$ cat config.mk
export PLATFORM = sky130hd
export DESIGN_NAME = irq_ctrl_flat
export DESIGN_NICKNAME = d
export VERILOG_FILES = /design/src/rtl/irq_ctrl_if.sv /design/src/rtl/irq_ctrl.sv /design/src/flat_wrapper.sv
export SDC_FILE = /design/constraint.sdc
export NUM_CORES = 1
export LEC_CHECK = 0
export BUFFER_PORTS_ARGS = -buffer_cell sky130_fd_sc_hd__buf_2
export CAP_MARGIN = 20
export CORE_ASPECT_RATIO = 2
export CORE_MARGIN = 3
export CORE_UTILIZATION = 30
export CTS_CLUSTER_SIZE = 20
export DETAILED_ROUTE_END_ITERATION = 12
export SYNTH_ARGS = -nofsm -noshare
export SYNTH_HDL_FRONTEND = slang
export SYNTH_SLANG_ARGS = --single-unit
$ cat constraint.sdc
create_clock -name wb_clk_i -period 8.4 [get_ports wb_clk_i]
set_input_delay 1.68 -clock wb_clk_i [delete_from_list [all_inputs] [get_ports wb_clk_i]]
set_output_delay 1.68 -clock wb_clk_i [all_outputs]
set_load 0.02 [all_outputs]
$ cat src/rtl/irq_ctrl_if.sv
// -----------------------------------------------------------------------------
// irq_ctrl_if -- Wishbone B3 classic bus bundle for the irq_ctrl register file.
//
// Signals (names as seen from the slave):
//   wb_adr_i  [2:0]  word address of the register
//   wb_dat_i  [31:0] write data
//   wb_we_i          write enable
//   wb_cyc_i         bus cycle in progress
//   wb_stb_i         strobe
//   wb_dat_o  [31:0] registered read data
//   wb_ack_o         transfer acknowledge
//   wb_err_o         transfer error (unmapped address)
//
// Modports: master (CPU / bench side), slave (irq_ctrl side).
// -----------------------------------------------------------------------------
interface irq_ctrl_if;
    logic [2:0]  wb_adr_i;
    logic [31:0] wb_dat_i;
    logic        wb_we_i;
    logic        wb_cyc_i;
    logic        wb_stb_i;
    logic [31:0] wb_dat_o;
    logic        wb_ack_o;
    logic        wb_err_o;

    modport master (
        output wb_adr_i, wb_dat_i, wb_we_i, wb_cyc_i, wb_stb_i,
        input  wb_dat_o, wb_ack_o, wb_err_o
    );

    modport slave (
        input  wb_adr_i, wb_dat_i, wb_we_i, wb_cyc_i, wb_stb_i,
        output wb_dat_o, wb_ack_o, wb_err_o
    );
endinterface

$ cat src/rtl/irq_ctrl.sv
// -----------------------------------------------------------------------------
// irq_ctrl -- interrupt controller with per-source level/edge detection,
// pending latch, mask and a Wishbone B3 classic register interface.
//
// Parameters:
//   NUM_SRC    number of implemented sources (1..32); higher bits read 0
//   RESET_MASK reset value of the MASK register
//
// Ports:
//   wb_clk_i        clock, all state on its rising edge
//   wb_rst_i        asynchronous active-high reset
//   wb              irq_ctrl_if.slave register bus
//   irq_i   [31:0]  peripheral interrupt sources (asynchronous)
//   irq_o   [31:0]  registered pending & mask vector to the CPU PIC
//
// Register map (word address):
//   0 STATUS  RO   pending & mask
//   1 PENDING R/W1C
//   2 MASK    RW   1 = enabled
//   3 EDGE    RW   1 = rising edge, 0 = level
//   4 RAW     RO   sampled inputs
//   5 SWSET   WO   write 1 sets pending, reads 0
//   6,7       error response, no effect
//
// Build option: define IRQ_CTRL_SYNC_EN to put a two-flop synchronizer in
// front of the detectors (one extra cycle of input latency).
// -----------------------------------------------------------------------------
module irq_ctrl #(
    parameter int unsigned NUM_SRC    = 32,
    parameter logic [31:0] RESET_MASK = 32'h0
) (
    input  logic        wb_clk_i,
    input  logic        wb_rst_i,
    irq_ctrl_if.slave   wb,
    input  logic [31:0] irq_i,
    output logic [31:0] irq_o
);

    typedef enum logic [2:0] {
        ADR_STATUS  = 3'd0,
        ADR_PENDING = 3'd1,
        ADR_MASK    = 3'd2,
        ADR_EDGE    = 3'd3,
        ADR_RAW     = 3'd4,
        ADR_SWSET   = 3'd5
    } reg_adr_e;

    // Bits of implemented sources; everything above NUM_SRC is forced to 0.
    localparam logic [31:0] IMPL_MASK = 32'hFFFF_FFFF >> (32 - NUM_SRC);

    logic [31:0] s;          // sampled inputs (RAW)
    logic [31:0] s_d;        // s delayed one cycle, for rising-edge detect
    logic [31:0] pending;
    logic [31:0] mask;
    logic [31:0] edge_mode;
    logic [31:0] irq_q;
    logic        ack_q;
    logic        err_q;
    logic [31:0] dat_q;

    logic        bus_req;
    logic        adr_ok;
    logic        wr_en;
    logic [31:0] w1c;
    logic [31:0] sw_set;
    logic [31:0] set_vec;
    logic [31:0] pending_nxt;
    logic [31:0] rd_data;

    // ---------------------------------------------------------------- sampling
`ifdef IRQ_CTRL_SYNC_EN
    logic [31:0] meta;

    // The metastability flop plus s itself form the two-flop synchronizer.
    always_ff @(posedge wb_clk_i or posedge wb_rst_i) begin
        if (wb_rst_i) begin
            meta <= '0;
            s    <= '0;
        end else begin
            meta <= irq_i & IMPL_MASK;
            s    <= meta;
        end
    end
`else
    // NOTE: async reset sits in the sensitivity list so flops clear without a clock.
    always_ff @(posedge wb_clk_i or posedge wb_rst_i) begin
        if (wb_rst_i) s <= '0;
        else          s <= irq_i & IMPL_MASK;
    end
`endif

    // ---------------------------------------------------------------- bus decode
    // A new request is only accepted while no response is showing, which
    // guarantees at least one idle cycle between consecutive ack/err pulses.
    assign bus_req = wb.wb_cyc_i & wb.wb_stb_i & ~ack_q & ~err_q;
    assign adr_ok  = (wb.wb_adr_i <= ADR_SWSET);
    assign wr_en   = bus_req & adr_ok & wb.wb_we_i;

    // NOTE: every output of this block gets a default first so no latch is inferred.
    always_comb begin
        w1c     = '0;
        sw_set  = '0;
        rd_data = '0;

        if (wr_en && wb.wb_adr_i == ADR_PENDING) w1c    = wb.wb_dat_i & IMPL_MASK;
        if (wr_en && wb.wb_adr_i == ADR_SWSET)   sw_set = wb.wb_dat_i & IMPL_MASK;

        // Level sources set while high; edge sources only on 0->1 of s.
        set_vec     = ((s & ~edge_mode) | (s & ~s_d & edge_mode) | sw_set) & IMPL_MASK;
        // Set is applied after clear so a coincident set wins.
        pending_nxt = (pending & ~w1c) | set_vec;

        case (wb.wb_adr_i)
            ADR_STATUS:  rd_data = pending & mask;
            ADR_PENDING: rd_data = pending;
            ADR_MASK:    rd_data = mask;
            ADR_EDGE:    rd_data = edge_mode;
            ADR_RAW:     rd_data = s;
            default:     rd_data = '0;
        endcase
    end

    // ---------------------------------------------------------------- state
    always_ff @(posedge wb_clk_i or posedge wb_rst_i) begin
        if (wb_rst_i) begin
            s_d       <= '0;
            pending   <= '0;
            mask      <= RESET_MASK & IMPL_MASK;
            edge_mode <= '0;
            irq_q     <= '0;
            ack_q     <= 1'b0;
            err_q     <= 1'b0;
            dat_q     <= '0;
        end else begin
            // NOTE: non-blocking assignments so every flop sees pre-edge values.
            s_d     <= s;
            pending <= pending_nxt;
            // Registered from the current pending, so irq_o trails pending by one cycle.
            irq_q   <= pending & mask;

            if (wr_en && wb.wb_adr_i == ADR_MASK) mask      <= wb.wb_dat_i & IMPL_MASK;
            if (wr_en && wb.wb_adr_i == ADR_EDGE) edge_mode <= wb.wb_dat_i & IMPL_MASK;

            ack_q <= bus_req & adr_ok;
            err_q <= bus_req & ~adr_ok;
            dat_q <= (bus_req && adr_ok && !wb.wb_we_i) ? rd_data : '0;
        end
    end

    assign wb.wb_ack_o = ack_q;
    assign wb.wb_err_o = err_q;
    assign wb.wb_dat_o = dat_q;
    assign irq_o       = irq_q;

endmodule

$ cat src/flat_wrapper.sv
// flat-port wrapper written by rule: the top's interface ports become plain ports
module irq_ctrl_flat 
#(
    parameter int unsigned NUM_SRC    = 32,
    parameter logic [31:0] RESET_MASK = 32'h0
)
  (wb_clk_i, wb_rst_i, irq_i, irq_o, wb_wb_adr_i, wb_wb_dat_i, wb_wb_we_i, wb_wb_cyc_i, wb_wb_stb_i, wb_wb_dat_o, wb_wb_ack_o, wb_wb_err_o);
  irq_ctrl_if wb_i ();
  input  logic wb_clk_i;
  input  logic wb_rst_i;
  input  logic [31:0] irq_i;
  output logic [31:0] irq_o;
  input wire logic [$bits(wb_i.wb_adr_i)-1:0] wb_wb_adr_i;
  input wire logic [$bits(wb_i.wb_dat_i)-1:0] wb_wb_dat_i;
  input wire logic [$bits(wb_i.wb_we_i)-1:0] wb_wb_we_i;
  input wire logic [$bits(wb_i.wb_cyc_i)-1:0] wb_wb_cyc_i;
  input wire logic [$bits(wb_i.wb_stb_i)-1:0] wb_wb_stb_i;
  output wire logic [$bits(wb_i.wb_dat_o)-1:0] wb_wb_dat_o;
  output wire logic [$bits(wb_i.wb_ack_o)-1:0] wb_wb_ack_o;
  output wire logic [$bits(wb_i.wb_err_o)-1:0] wb_wb_err_o;
  assign wb_i.wb_adr_i = wb_wb_adr_i;
  assign wb_i.wb_dat_i = wb_wb_dat_i;
  assign wb_i.wb_we_i = wb_wb_we_i;
  assign wb_i.wb_cyc_i = wb_wb_cyc_i;
  assign wb_i.wb_stb_i = wb_wb_stb_i;
  assign wb_wb_dat_o = wb_i.wb_dat_o;
  assign wb_wb_ack_o = wb_i.wb_ack_o;
  assign wb_wb_err_o = wb_i.wb_err_o;
  irq_ctrl #(.NUM_SRC(NUM_SRC), .RESET_MASK(RESET_MASK)) u_core (.wb_clk_i(wb_clk_i), .wb_rst_i(wb_rst_i), .wb(wb_i), .irq_i(irq_i), .irq_o(irq_o));
endmodule
### After elaboration in Yosys (flattened, before gate mapping)

Index checks and enable logic that the tools add are counted.

| operators by class | value |
|---|---|
| add/sub/neg operators | 0 |
| equality and inequality tests | 5 |
| shift operators | 0 |
| multipliers | 0 |
| reductions and logical operators | 8 |
| muxes and demuxes | 4 |
| bitwise operators | 20 |
| magnitude comparators | 1 |
| divide/modulo/power cells | 0 |

Operators with widths:

| operator | number |
|---|---|
| $and A32 B32 Y32 | 5 |
| $pmux W32 S5 | 1 |
| $mux W32 | 3 |
| $not A32 Y32 | 3 |
| $or A32 B32 Y32 | 3 |
| $and A1 B1 Y1 | 6 |
| $eq A3 B2 Y1 const B | 2 |
| $eq A3 B3 Y1 const B | 2 |
| $logic_and A1 B1 Y1 | 6 |
| $eq A3 B1 Y1 const B | 1 |
| $le A3 B3 Y1 const B | 1 |
| $logic_not A3 Y1 | 1 |
| $not A1 Y1 | 3 |
| $logic_not A1 Y1 | 1 |

| word-level totals | value |
|---|---|
| bits in read-only memories | 0 |
| memories kept | 0 |
| memory bits (writable) | 0 |
| latch bits | 0 |
| register bits | 226 |
| input bits | 72 |
| word-level logic and storage cells | 47 |
| output and inout bits | 66 |

### Logic depth before layout (Yosys ltp)

| depth | value |
|---|---|
| word-level depth | 10 |
| mapped depth | 6 |
| mapped depth without buffers | 4 |

### Worst setup path before layout

OpenSTA, ideal clock, no wires.

| path | value |
|---|---|
| path type | in2reg |
| from | input port wb_wb_cyc_i |
| to | register u_core.mask[0] |
| data required time | 8275 ps |
| setup time | 125 ps |
| cell stages on the path | 6 |
| setup slack | 5238 ps |
| arrival | 3037 ps |
| buffers on the path | 2 |
| cells stage by stage | and4bb_2 > nand2_1 > or4b_1 > buf_2 > buf_6 > mux2_4 |

| on the way | value |
|---|---|
| word-level cells in the longest chain between the ends | 6 |

RTL lines:

| element | line | text |
|---|---|---|
| from (decl) | flat_wrapper.sv:16 | `input wire logic [$bits(wb_i.wb_cyc_i)-1:0] wb_wb_cyc_i;` |
| $and A1 B1 Y1 (3 in a row) | irq_ctrl.sv:95 | `assign bus_req = wb.wb_cyc_i & wb.wb_stb_i & ~ack_q & ~err_q;` |
| $and A1 B1 Y1 (2 in a row) | irq_ctrl.sv:97 | `assign wr_en = bus_req & adr_ok & wb.wb_we_i;` |
| $logic_and A1 B1 Y1 | irq_ctrl.sv:141 | `if (wr_en && wb.wb_adr_i == ADR_MASK) mask <= wb.wb_dat_i & IMPL_MASK;` |
| to (signal assigned) | irq_ctrl.sv:128 | `mask <= RESET_MASK & IMPL_MASK;` |
| to (signal assigned) | irq_ctrl.sv:141 |  |
| to (decl) | irq_ctrl.sv:54 | `logic [31:0] mask;` |

Every way passes these cells.
A chain may end at the register's enable or synchronous reset.

### Worst setup path after layout

| path | value |
|---|---|
| from | input port wb_wb_adr_i[2] |
| to | register u_core.dat_q[16], in the netlist u_core.wb.wb_dat_o[16] |

| on the way | value |
|---|---|
| word-level cells in the longest chain between the ends | 4 |
| elaborated cells on any way between the ends | 10 |
| those cells by class | order compare: 1; eq/ne: 4; mux: 2; reduce/logical: 3 |

RTL lines:

| element | line | text |
|---|---|---|
| from (decl) | flat_wrapper.sv:13 | `input wire logic [$bits(wb_i.wb_adr_i)-1:0] wb_wb_adr_i;` |
| $le A3 B3 Y1 | irq_ctrl.sv:96 | `assign adr_ok = (wb.wb_adr_i <= ADR_SWSET);` |
| $logic_and A1 B1 Y1 (2 in a row) | irq_ctrl.sv:146 | `dat_q <= (bus_req && adr_ok && !wb.wb_we_i) ? rd_data : '0;` |
| $mux W32 * | irq_ctrl.sv:146 |  |
| to (signal assigned) | irq_ctrl.sv:146 |  |
| to (decl) | irq_ctrl.sv:59 | `logic [31:0] dat_q;` |

Every way passes the cells marked *; elsewhere a longest branch is shown, timed or not.

==> flow_metrics.tcl <==
set metrics [dict create \
    status "finished, final reports clean" \
    fmax_mhz 275 \
    ys_ff_latch 226 \
    antenna_left 0 \
    dp_hpwl_um 13700 \
    avgSynthCellArea_um2 12.8 \
    first_pass_iters 5 \
    wl_met3_um 1050 \
    antenna_found_initial 2 \
    synth_cell_type_count 28 \
    ctsHoldBuffers 0 \
    dp_cells 1124 \
    reg2reg_slack_ns 6.17 \
    io-pin-count 138 \
    crit_type "input port to flop" \
    ys_seq_area_share_pct 66.6 \
    yosys_warnings 0 \
    grt_pass1_vias 6210 \
    dr.max_layer_used "met5" \
    relSlewSlack_pct 28.9 \
    clk_path_buf_depth 3 \
    cts_buffers 22 \
    leakage_nw 4.70 \
    cts_tree "built" \
    peakVddDrop_uv 161 \
    holdCritPathClass "flop to flop" \
    final-hold-violation-count 0 \
    avgRoutedWirePerCell_um 19.3 \
    core_area_mm2 0.0278 \
    overflow 0 \
    place_congestion 0.787 \
    tightest_slew_ns 1.07 \
    period_share_pct 43.3 \
    arrival_ns 4.06 \
    r2r-end "u_core.mask[16]" \
    grt_pass1_wl_um 35300 \
    skew_ns 0.0121 \
    post-route-min-period_ns 3.64 \
    final_common_cell "dfrtp_1" \
    hold_slack_ns 0.437 \
    clk_pin_slew_worst_paths_ns 0.06 \
    cts_setup_buffers 0 \
    met2WireLength_um 12100 \
    r2r-start "u_core.wb.wb_err_o" \
    syn-cell-area_mm2 0.00850 \
    cp_data_required_time_ns 8.82 \
    grt_start_max_net_pins 80 \
    p_per_area_mw_per_mm2 250 \
    end_kind "flop" \
    io_buffers 137 \
    cts_resized 0 \
    drive_gt1_share_pct 30.9 \
    instances_no_fill 1165 \
    drt_wl_total_um 22500 \
    fin_tns_setup_ns 0 \
    ff2ff_path_depth 4 \
    routed_via_density 5.03 \
    max-cap-violations 0 \
    htreeDepth 1 \
    cp-endpoint "u_core.wb.wb_dat_o[16]" \
    rsz0062_at_grt "no" \
    min_path_cells 0 \
    drc 0 \
    start_kind "input port" \
    crit_path_max_fanout 48 \
    nets 868 \
    cts-root-buf "clkbuf_16" \
    drt-met1-wl_um 8710 \
    dieWidth_um 125 \
    setup_viol 0 \
    clk_latency_ns 0.51 \
    start_util_pct 30.6 \
    worstSetupStartpoint "wb_wb_adr_i[2]" \
    syn-num-nets 737 \
    area_delta_synth_final_pct 21.0 \
    grt.total_usage_pct 14.6 \
    slew_viol_final 0 \
    synth_cells 665 \
    rows 86 \
    detailedRoute.firstIterationViolations 404 \
    die_y_um 244 \
    die_area_mm2 0.0305 \
    n_fill_cell 2769 \
    vias 5864 \
    clock-sinks 226 \
    layout_common_cells "dfrtp_1, buf_2, nand2_1" \
    utilization_pct 37.0 \
]
-- how the worst min path moves through the flow --
stage,start,endpoint,slack (ns)
6_report,u_core.s[1],u_core.s_d[1],0.44
4_1_cts,u_core.s[1],u_core.s_d[1],0.43
3_3_place_gp,u_core.s[7],u_core.s_d[7],0.42
3_5_place_dp,u_core.s[22],u_core.s_d[22],0.42
2_1_floorplan,u_core.s[30],u_core.s_d[30],0.39
5_1_grt,u_core.s[1],u_core.s_d[1],0.45
-- cells by family after synthesis --
kind of cell           share of synthesized area, %
AO/OA/AOI/OAI                                  13.9
buffers and inverters                          2.15
flip-flops                                     66.6
multiplexers                                   9.81
AND/OR/NAND/NOR                                7.56
-- cell type report --
class	instances	area [um2]	share of cell area, %
clock inverter	9	108	1.05
multi-input combinational	398	2670	26.0
sequential	226	5660	55.0
antenna	1	2.50	0.0243
tap	352	440	4.28
clock buffer	31	636	6.18
inverter	2	15.0	0.146
timing repair buffer	146	753	7.33
-- critical path, stage by stage --
cell	delay, ns
buf_2	0.41
buf_4	0.57
nor3b_2	0.62
buf_4	0.46
nand2_1	0.09
a21oi_1	0.15
-- through the flow --
| stage | setup slack [ns] | area (um2) | power (mW) |
|---|---|---|---|
| after floorplan | 0.529 | 8500 | 1.46 |
| after global placement | 4.34 | 9540 | 1.58 |
| final | 4.76 | 10300 | 2.57 |
| after CTS | 4.76 | 10300 | 2.61 |
| after detailed placement | 4.24 | 9540 | 1.58 |
| after global routing | 4.58 | 10300 | 2.69 |
-- power by group --
group | switching [mW] | total (mW) | internal [mW]
Sequential | 0.0663 | 1.26 | 1.19
Clock | 0.421 | 1.01 | 0.593
Combinational | 0.164 | 0.297 | 0.133
-- state kept, by name (all words and copies together), names as in the netlist --
signal / cells
u_core.wb.wb_dat_o: 32
u_core.edge_mode: 32
u_core.s_d: 32
u_core.mask: 32
u_core.pending: 32
u_core.s: 32
u_core.irq_o: 32
u_core.wb.wb_err_o: 1
u_core.wb.wb_ack_o: 1
-- synth_stat cells --
cell	count	area, um2
a21boi_0	1	7.51
a21o_1	1	7.51
a21oi_1	64	320
a221oi_1	32	280
a31oi_1	32	200
and2_1	32	200
and3_1	1	6.26
and4b_1	1	10.0
and4bb_2	1	12.5
buf_1	11	41.3
buf_2	5	25.0
buf_6	3	33.8
clkbuf_1	20	75.1
dfrtp_1	226	5660
inv_1	2	7.51
mux2_2	34	383
mux2_4	30	450
nand2_1	66	248
nand2b_1	1	6.26
nand3_1	1	5.00
nand3b_1	2	15.0
nor2_1	31	116
nor3_1	1	5.00
nor3b_1	1	7.51
o211ai_1	1	7.51
o21ai_0	33	165
o22ai_1	31	194
or4b_1	1	10.0
-- per-layer routing --
layer / GRT usage (%) / vias up
li1: - / 2660
met4: 5.78 / 2
met1: 17.1 / 2979
met3: 2.14 / 36
met5: 0 / -
met2: 26.6 / 187
Note: power is estimated with default switching activity, not from simulation.
